--- src/rtl/arcade_input_pkg.sv ---
// Shared definitions for the arcade input mapper: joystick bit positions,
// PS/2 scan codes, key-state slots and the coin stretcher state encoding.
package arcade_input_pkg;

    // Bit positions inside one 16-bit joystick word
    localparam int JOY_RIGHT  = 0;
    localparam int JOY_LEFT   = 1;
    localparam int JOY_DOWN   = 2;
    localparam int JOY_UP     = 3;
    localparam int JOY_FIRE_A = 4;
    localparam int JOY_FIRE_B = 5;
    localparam int JOY_FIRE_C = 6;
    localparam int JOY_FIRE_D = 7;
    localparam int JOY_START1 = 8;
    localparam int JOY_START2 = 9;
    localparam int JOY_COIN   = 10;

    // Slots in the keyboard key-state vector
    localparam int KEY_P1     = 0;
    localparam int KEY_P2     = 8;
    localparam int KEY_START1 = 16;
    localparam int KEY_START2 = 17;
    localparam int KEY_COIN1  = 18;
    localparam int KEY_COIN2  = 19;
    localparam int NUM_KEYS   = 20;

    // Player 1 scan codes
    localparam logic [8:0] SC_P1_UP     = 9'h075;
    localparam logic [8:0] SC_P1_DOWN   = 9'h072;
    localparam logic [8:0] SC_P1_LEFT   = 9'h06B;
    localparam logic [8:0] SC_P1_RIGHT  = 9'h074;
    localparam logic [8:0] SC_P1_FIRE_A = 9'h014;
    localparam logic [8:0] SC_P1_FIRE_B = 9'h011;
    localparam logic [8:0] SC_P1_FIRE_C = 9'h029;
    localparam logic [8:0] SC_P1_FIRE_D = 9'h012;

    // Player 2 scan codes
    localparam logic [8:0] SC_P2_UP     = 9'h02D;
    localparam logic [8:0] SC_P2_DOWN   = 9'h02B;
    localparam logic [8:0] SC_P2_LEFT   = 9'h023;
    localparam logic [8:0] SC_P2_RIGHT  = 9'h034;
    localparam logic [8:0] SC_P2_FIRE_A = 9'h01C;
    localparam logic [8:0] SC_P2_FIRE_B = 9'h01B;
    localparam logic [8:0] SC_P2_FIRE_C = 9'h021;
    localparam logic [8:0] SC_P2_FIRE_D = 9'h01D;

    // System scan codes
    localparam logic [8:0] SC_START1_A = 9'h005;
    localparam logic [8:0] SC_START1_B = 9'h016;
    localparam logic [8:0] SC_START2_A = 9'h006;
    localparam logic [8:0] SC_START2_B = 9'h01E;
    localparam logic [8:0] SC_COIN1_A  = 9'h076;
    localparam logic [8:0] SC_COIN1_B  = 9'h02E;
    localparam logic [8:0] SC_COIN2    = 9'h036;

    // Coin counters are 17 bits wide so the default holdoff of 100000 fits
    localparam int COIN_CNT_W = 17;

    typedef enum logic [1:0] {
        COIN_IDLE,
        COIN_ACTIVE,
        COIN_HOLDOFF,
        COIN_WAIT
    } coin_state_t;

    typedef struct packed {
        logic       hit;
        logic [4:0] idx;
    } key_map_t;

    // Translate a scan code into its key-state slot; hit=0 for unknown codes
    function automatic key_map_t map_scan_code(input logic [8:0] code);
        key_map_t m;
        m.hit = 1'b1;
        m.idx = 5'd0;
        case (code)
            SC_P1_RIGHT:  m.idx = 5'(KEY_P1 + JOY_RIGHT);
            SC_P1_LEFT:   m.idx = 5'(KEY_P1 + JOY_LEFT);
            SC_P1_DOWN:   m.idx = 5'(KEY_P1 + JOY_DOWN);
            SC_P1_UP:     m.idx = 5'(KEY_P1 + JOY_UP);
            SC_P1_FIRE_A: m.idx = 5'(KEY_P1 + JOY_FIRE_A);
            SC_P1_FIRE_B: m.idx = 5'(KEY_P1 + JOY_FIRE_B);
            SC_P1_FIRE_C: m.idx = 5'(KEY_P1 + JOY_FIRE_C);
            SC_P1_FIRE_D: m.idx = 5'(KEY_P1 + JOY_FIRE_D);
            SC_P2_RIGHT:  m.idx = 5'(KEY_P2 + JOY_RIGHT);
            SC_P2_LEFT:   m.idx = 5'(KEY_P2 + JOY_LEFT);
            SC_P2_DOWN:   m.idx = 5'(KEY_P2 + JOY_DOWN);
            SC_P2_UP:     m.idx = 5'(KEY_P2 + JOY_UP);
            SC_P2_FIRE_A: m.idx = 5'(KEY_P2 + JOY_FIRE_A);
            SC_P2_FIRE_B: m.idx = 5'(KEY_P2 + JOY_FIRE_B);
            SC_P2_FIRE_C: m.idx = 5'(KEY_P2 + JOY_FIRE_C);
            SC_P2_FIRE_D: m.idx = 5'(KEY_P2 + JOY_FIRE_D);
            SC_START1_A, SC_START1_B: m.idx = 5'(KEY_START1);
            SC_START2_A, SC_START2_B: m.idx = 5'(KEY_START2);
            SC_COIN1_A,  SC_COIN1_B:  m.idx = 5'(KEY_COIN1);
            SC_COIN2:                 m.idx = 5'(KEY_COIN2);
            default:                  m.hit = 1'b0;
        endcase
        return m;
    endfunction

endpackage

--- src/rtl/arcade_input_mapper_coin_stretch.sv ---
// One coin channel: turns a request rising edge into a fixed-length coin
// pulse, then locks out re-triggering until a holdoff expires and the
// request has been released.
module coin_stretch
    import arcade_input_pkg::*;
#(
    parameter int unsigned PULSE   = 4,
    parameter int unsigned HOLDOFF = 0
) (
    input  logic Clk,
    input  logic Rst_n,
    input  logic req,
    output logic coin
);

    // Counters are loaded with length-1 so a state lasts exactly 'length' cycles
    localparam logic [COIN_CNT_W-1:0] PULSE_LOAD = COIN_CNT_W'(PULSE - 1);
    localparam logic [COIN_CNT_W-1:0] HOLD_LOAD  =
        COIN_CNT_W'((HOLDOFF == 0) ? 0 : HOLDOFF - 1);

    coin_state_t           state, state_next;
    logic [COIN_CNT_W-1:0] count, count_next;
    logic                  req_q;
    logic                  coin_next;

    // State register; reset copies the live request so a held request is not an edge
    always_ff @(posedge Clk) begin
        req_q <= req;
        if (!Rst_n) begin
            state <= COIN_IDLE;
            count <= '0;
        end else begin
            state <= state_next;
            count <= count_next;
        end
    end

    // Next-state and counter logic
    always_comb begin
        state_next = state;
        count_next = count;
        case (state)
            COIN_IDLE: begin
                if (req && !req_q) begin
                    state_next = COIN_ACTIVE;
                    count_next = PULSE_LOAD;
                end
            end
            COIN_ACTIVE: begin
                if (count == '0) begin
                    if (HOLDOFF == 0) begin
                        state_next = COIN_WAIT;
                    end else begin
                        state_next = COIN_HOLDOFF;
                        count_next = HOLD_LOAD;
                    end
                end else begin
                    count_next = count - 1'b1;
                end
            end
            COIN_HOLDOFF: begin
                if (count == '0) begin
                    state_next = COIN_WAIT;
                end else begin
                    count_next = count - 1'b1;
                end
            end
            COIN_WAIT: begin
                if (!req) begin
                    state_next = COIN_IDLE;
                end
            end
            default: begin
                state_next = COIN_IDLE;
                count_next = '0;
            end
        endcase
    end

    // Output decode: coin follows the ACTIVE state one cycle later
    always_comb begin
        coin_next = (state == COIN_ACTIVE);
    end

    // Coin output register
    always_ff @(posedge Clk) begin
        if (!Rst_n) begin
            coin <= 1'b0;
        end else begin
            coin <= coin_next;
        end
    end

endmodule

--- src/rtl/arcade_input_mapper.sv ---
// Merges PS/2 keyboard events with joystick words into per-player controls,
// start buttons and stretched coin pulses, and holds the DIP/mod bytes
// written through the download port.
module arcade_input_mapper
    import arcade_input_pkg::*;
#(
    parameter int          NUM_PLAYERS  = 2,
    parameter int          DIP_BYTES    = 8,
    parameter int unsigned COIN_PULSE   = 50000,
    parameter int unsigned COIN_HOLDOFF = 100000
) (
    input  logic                       Clk,
    input  logic                       Rst_n,
    input  logic [10:0]                ps2_key,
    input  logic [16*NUM_PLAYERS-1:0]  joy,
    input  logic                       ioctl_wr,
    input  logic [7:0]                 ioctl_index,
    input  logic [24:0]                ioctl_addr,
    input  logic [7:0]                 ioctl_dout,
    output logic [8*NUM_PLAYERS-1:0]   ctl,
    output logic [1:0]                 start,
    output logic [1:0]                 coin,
    output logic [8*DIP_BYTES-1:0]     dip,
    output logic [7:0]                 mod
);

    logic                      strobe_q;
    logic [NUM_KEYS-1:0]       key_state, key_state_next;
    key_map_t                  key_hit;
    logic [8*NUM_PLAYERS-1:0]  ctl_next;
    logic [1:0]                start_next;
    logic [1:0]                joy_start;
    logic                      joy_coin;
    logic [1:0]                coin_req;
    logic                      unused_joy_bits;

    // Apply a keyboard event to the key-state vector when the strobe toggles
    always_comb begin
        key_hit        = map_scan_code(ps2_key[8:0]);
        key_state_next = key_state;
        if ((ps2_key[10] != strobe_q) && key_hit.hit) begin
            key_state_next[key_hit.idx] = ps2_key[9];
        end
    end

    // Strobe copy always tracks ps2_key[10], so reset never leaves a stale event
    always_ff @(posedge Clk) begin
        strobe_q <= ps2_key[10];
        if (!Rst_n) begin
            key_state <= '0;
        end else begin
            key_state <= key_state_next;
        end
    end

    // OR keyboard state into the joystick words; only players 1 and 2 have keys
    always_comb begin
        ctl_next        = '0;
        joy_start       = 2'b00;
        joy_coin        = 1'b0;
        unused_joy_bits = 1'b0;
        for (int p = 0; p < NUM_PLAYERS; p++) begin
            ctl_next[8*p +: 8] = joy[16*p +: 8];
            if (p == 0) begin
                ctl_next[8*p +: 8] = ctl_next[8*p +: 8] | key_state_next[KEY_P1 +: 8];
            end else if (p == 1) begin
                ctl_next[8*p +: 8] = ctl_next[8*p +: 8] | key_state_next[KEY_P2 +: 8];
            end
            joy_start       = joy_start | joy[16*p + JOY_START1 +: 2];
            joy_coin        = joy_coin | joy[16*p + JOY_COIN];
            unused_joy_bits = unused_joy_bits ^ (^joy[16*p + 11 +: 5]);
        end
        start_next = joy_start | key_state_next[KEY_START1 +: 2];
        coin_req   = {key_state[KEY_COIN2], key_state[KEY_COIN1] | joy_coin};
    end

    // Registered control and start outputs
    always_ff @(posedge Clk) begin
        if (!Rst_n) begin
            ctl   <= '0;
            start <= 2'b00;
        end else begin
            ctl   <= ctl_next;
            start <= start_next;
        end
    end

    // Download port writes game configuration; deliberately kept through reset
    always_ff @(posedge Clk) begin
        if (ioctl_wr && (ioctl_index == 8'd1)) begin
            mod <= ioctl_dout;
        end
        if (ioctl_wr && (ioctl_index == 8'd254) && (ioctl_addr < 25'(DIP_BYTES))) begin
            for (int b = 0; b < DIP_BYTES; b++) begin
                if (ioctl_addr[2:0] == 3'(b)) begin
                    dip[8*b +: 8] <= ioctl_dout;
                end
            end
        end
    end

    coin_stretch #(
        .PULSE   (COIN_PULSE),
        .HOLDOFF (COIN_HOLDOFF)
    ) u_coin1 (
        .Clk   (Clk),
        .Rst_n (Rst_n),
        .req   (coin_req[0]),
        .coin  (coin[0])
    );

    coin_stretch #(
        .PULSE   (COIN_PULSE),
        .HOLDOFF (COIN_HOLDOFF)
    ) u_coin2 (
        .Clk   (Clk),
        .Rst_n (Rst_n),
        .req   (coin_req[1]),
        .coin  (coin[1])
    );

endmodule

--- config.mk ---
export PLATFORM = sky130hd
export DESIGN_NAME = arcade_input_mapper
export DESIGN_NICKNAME = d
export VERILOG_FILES = /design/src/rtl/arcade_input_pkg.sv /design/src/rtl/arcade_input_mapper_coin_stretch.sv /design/src/rtl/arcade_input_mapper.sv
export SDC_FILE = /design/constraint.sdc
export NUM_CORES = 1
export LEC_CHECK = 0
export CAP_MARGIN = 20
export CORE_MARGIN = 2
export CORE_UTILIZATION = 44
export CTS_BUF_LIST = sky130_fd_sc_hd__clkbuf_8 sky130_fd_sc_hd__clkbuf_16
export DETAILED_ROUTE_END_ITERATION = 8
export PLACE_DENSITY = 0.76
export SETUP_SLACK_MARGIN = 0.05
export SYNTH_ARGS = -nofsm -noshare
export SYNTH_HDL_FRONTEND = slang
export SYNTH_SLANG_ARGS = --single-unit
--- constraint.sdc ---
create_clock -name Clk -period 2.35 [get_ports Clk]
set_input_delay 0.3525 -clock Clk [delete_from_list [all_inputs] [get_ports Clk]]
set_output_delay 0.3525 -clock Clk [all_outputs]
set_load 0.03 [all_outputs]
==> run metrics <==
clock slew at the register clock pins of the worst setup and hold paths 0.06 ns; half-perimeter wire length after placement 14.8 mm; largest family of logic cells by synthesized area simple AND/OR/NAND/NOR gates; arithmetic-cell share of the synthesized area counting full adders, half adders and majority gates 0.0198; summed area of non-filler cells in the final layout 10200 um^2; flip-flop and latch count after synthesis 153; end-of-flow core utilization 0.667; Detailed Route Iter0 Violations 496; PwrDens 1020 nW/um^2; CP Data Required Time 2.65 ns; synthesized netlist cell count 651; Rel. slew slack 0.619; result of the run completed; number of CTS-inserted buffers 17; maximum number of pins on one net before global-route repair 42; routability congestion estimate from global placement slightly below 0.9; post-route DRC violation count 0; path depth of the worst reg2reg path 8; internal power 0.00642 W; Via density 5.70; CTS H-Tree Depth 4; setup slack of the most critical reg-to-reg path 0.14 ns; TritonCTS clock tree yes; final wirelength 20.1 mm; Final Critical Period between 2 and 2.5 ns; most frequently used flop master after synthesis sky130_fd_sc_hd__dfxtp_1; Simple-Gate Fraction of Synth Area 0.187; first-pass GRT wire length about 31 mm; total inserted antenna cells 0; Synth-to-Final Area Change 47.2%; worst hold path type reg -> reg; xor and xnor area share after synthesis 0.00883; Peak VDD IR around 1200 uV; proportion of synthesized flip-flops having asynchronous set or reset 0; transition time of the tightest slew-check pin 0.567 ns; die footprint ~17000 um^2; crit path max fanout 14; proportion of power drawn by the clock network 0.252; quantity of hold-fixing buffers added after cts 0; fraction of layout instances using a drive strength above 1 0.194; data arrival time at the worst-slack endpoint 2.54 ns; max-cap check violation count 0; number of global-route vias before repair 6104; final hold violations 0; worst min-delay path startpoint key_state[19]; power share of the sequential group 0.321; number of enable flip-flop cells after synthesis 72; starting density of the core 0.453; complex-gate fraction of the synthesized area 0.185; number of buffers on the longest clock path 2; Warnings, synthesis 0; Max Freq 447 MHz; max-slew violations 0; clk_skew 0.0114 ns; Die W ~130 um; number of distinct standard cells referenced by the synthesized netlist around 80; total power consumption of the routed design 0.0104 W; Combinational Power Share 0.427; cell at the root of the clock tree sky130_fd_sc_hd__clkbuf_16; Seq/Total Area, Yosys 0.545; type of element capturing the critical path flop; clock sink total 153; crit path setup slack, layout 0.112 ns; core box area 15300 um^2; origin of the critical flop-to-flop path u_coin2.count[0]; total gr overflow 0; Sw Ratio 0.382; Multi-input gate area 3100 um^2; overall via count from detail_route 6357; Finish-stage setup viols 0; latest clock arrival within the worst-skew pair approximately 0.43 ns; post-synthesis instance area 6940 um^2; overall routing resource usage 0.238; setup repair after global routing missed its margin true; total I/O pin count around 180; final worst-path cycle share 0.952; DIE HEIGHT 130 um; endpoint of the most critical register-to-register path u_coin2.count[14]; Static Leak about 3.8 nW; Total Nets Final 989; fillers about 1.2k; multiplexer fraction of the synthesized cell area 0.0103; quantity of I/O buffers inserted on ports about 170; number of nets produced by synthesis 749; post-synthesis area per instance 10.7 um^2; storage element area between 3000 and 4000 um^2; wire length per cell 18.1 um; post-placement worst setup slack -0.494 ns; final total negative setup slack 0 ns; startpoint-to-endpoint class of the critical path in -> reg; FP Rows 45; Setup crit start ps2_key[4]; last element of the critical path key_state[3]; initial antenna violation count 0; kind of launch point of the worst setup path input port; switching power 0.00396 W; number of detailed-route iterations in the first pass 5; placed inst area 9320 um^2; antenna-violating nets left 0
==> power by group through the flow <==
stage / Combinational, W / Clock, W / Sequential, W
detailed placement: 0.00395 / 0 / 0.00337
floorplan: 0.00276 / 0 / 0.00333
finish: 0.00443 / 0.00261 / 0.00334
CTS: 0.00403 / 0.00266 / 0.00332
global placement: 0.00380 / 0 / 0.00334
global route: 0.00484 / 0.00277 / 0.00337
==> cell families after synthesis <==
family                     count (synthesis)
and+or+nand+nor                          221
buffers and inverters                     67
muxes                                      7
AOI/OAI and AO/OA                        185
DFF                                      153
adders and majority gates                 11
xor gates and xnor gates                   7
==> critical path, cell delays in order <==
cell and delay [ns]:
sky130_fd_sc_hd__clkdlybuf4s50_1 0.41, sky130_fd_sc_hd__buf_6 0.15, sky130_fd_sc_hd__buf_4 0.13, sky130_fd_sc_hd__nor3b_1 0.14, sky130_fd_sc_hd__o2111ai_2 0.22, sky130_fd_sc_hd__o21ai_2 0.12, sky130_fd_sc_hd__or4_4 0.58, sky130_fd_sc_hd__buf_4 0.17
sky130_fd_sc_hd__o31ai_2 0.18, sky130_fd_sc_hd__a21oi_1 0.09
==> state kept, by name, summed over array words and instances (netlist names) <==
name           cells
u_coin2.count     17
strobe_q           1
key_state         20
u_coin1.coin       1
u_coin2.coin       1
u_coin1.count     17
mod                8
u_coin1.req_q      1
u_coin1.state      2
u_coin2.req_q      1
u_coin2.state      2
ctl               16
start              2
dip               64
==> metrics by stage <==
step	hold WS (ns)	instances
finish	0.400	1115
global route	0.410	1115
CTS	0.400	1107
detailed placement	0.396	1075
global placement	0.384	1075
floorplan	0.364	651
==> routing by layer <==
metal | track usage | wire length (um)
met5 | 0 | 0
met4 | 0.0835 | 360
met3 | 0.0516 | 1340
met2 | 0.439 | 10500
met1 | 0.271 | 7920
==> placed cells by master, fill, tap and decap left out, types with 13 or more instances in the layout <==
| cell type | Yosys | final |
|---|---|---|
| sky130_fd_sc_hd__clkdlybuf4s50_1 | 0 | 156 |
| sky130_fd_sc_hd__dfxtp_1 | 81 | 81 |
| sky130_fd_sc_hd__buf_4 | 7 | 80 |
| sky130_fd_sc_hd__edfxtp_1 | 72 | 72 |
| sky130_fd_sc_hd__nor2_1 | 47 | 46 |
| sky130_fd_sc_hd__a21oi_1 | 39 | 38 |
| sky130_fd_sc_hd__inv_1 | 32 | 33 |
| sky130_fd_sc_hd__nand2_1 | 28 | 26 |
| sky130_fd_sc_hd__o21ai_0 | 26 | 26 |
| sky130_fd_sc_hd__nor3_1 | 25 | 22 |
| sky130_fd_sc_hd__a31oi_1 | 19 | 18 |
| sky130_fd_sc_hd__clkbuf_16 | 0 | 17 |
| sky130_fd_sc_hd__nand3_1 | 17 | 16 |
| sky130_fd_sc_hd__o21a_1 | 14 | 14 |
| sky130_fd_sc_hd__o31a_1 | 13 | 13 |
==> cells in the mapped netlist (9+ instances only) <==
master	instances	share of area
sky130_fd_sc_hd__nor2_1	47	0.025
sky130_fd_sc_hd__nand3_1	17	0.012
sky130_fd_sc_hd__a21oi_1	39	0.028
sky130_fd_sc_hd__a31oi_1	19	0.017
sky130_fd_sc_hd__nand4_1	9	0.0081
sky130_fd_sc_hd__inv_1	32	0.017
sky130_fd_sc_hd__and3_1	9	0.0081
sky130_fd_sc_hd__o31ai_1	10	0.011
sky130_fd_sc_hd__edfxtp_1	72	0.31
sky130_fd_sc_hd__o21a_1	14	0.015
sky130_fd_sc_hd__clkbuf_1	15	0.0081
sky130_fd_sc_hd__dfxtp_1	81	0.23
sky130_fd_sc_hd__nor3_1	25	0.018
sky130_fd_sc_hd__ha_1	11	0.020
sky130_fd_sc_hd__nand2b_1	10	0.0090
sky130_fd_sc_hd__o31a_1	13	0.016
sky130_fd_sc_hd__buf_2	9	0.0065
sky130_fd_sc_hd__nand2_1	28	0.015
sky130_fd_sc_hd__nor4_1	14	0.013
sky130_fd_sc_hd__o21ai_0	26	0.019
==> worst min path at each step <==
| stage | endpoint | slack (ns) | cells past startpoint |
|---|---|---|---|
| 2_1_floorplan | u_coin2.req_q | 0.36 | 0 |
| 3_3_place_gp | u_coin2.req_q | 0.38 | 0 |
| 3_5_place_dp | u_coin2.req_q | 0.40 | 0 |
| 4_1_cts | u_coin2.req_q | 0.40 | 0 |
| 5_1_grt | u_coin2.req_q | 0.41 | 0 |
| 6_report | u_coin2.req_q | 0.40 | 0 |
==> final cells by class <==
class                   count  share of cell area
flip-flops and latches    153               0.370
multi-input cells         432               0.303
repair buffers            254               0.233
clock buffers              17              0.0416
well taps                 211              0.0258
clock inverters            15              0.0138
inverters                  33              0.0121
==> timing repair <==
item / 4_1_cts / 5_1_grt
endpoints found under the setup margin: 77 / 121
hold endpoints to repair: 0 / 0
pin swaps: 0 / 17
cloned: 0 / 1
buffers inserted: 0 / 7
resized for setup: 13 / 46
No activity file was read; power rests on OpenSTA's default activity.
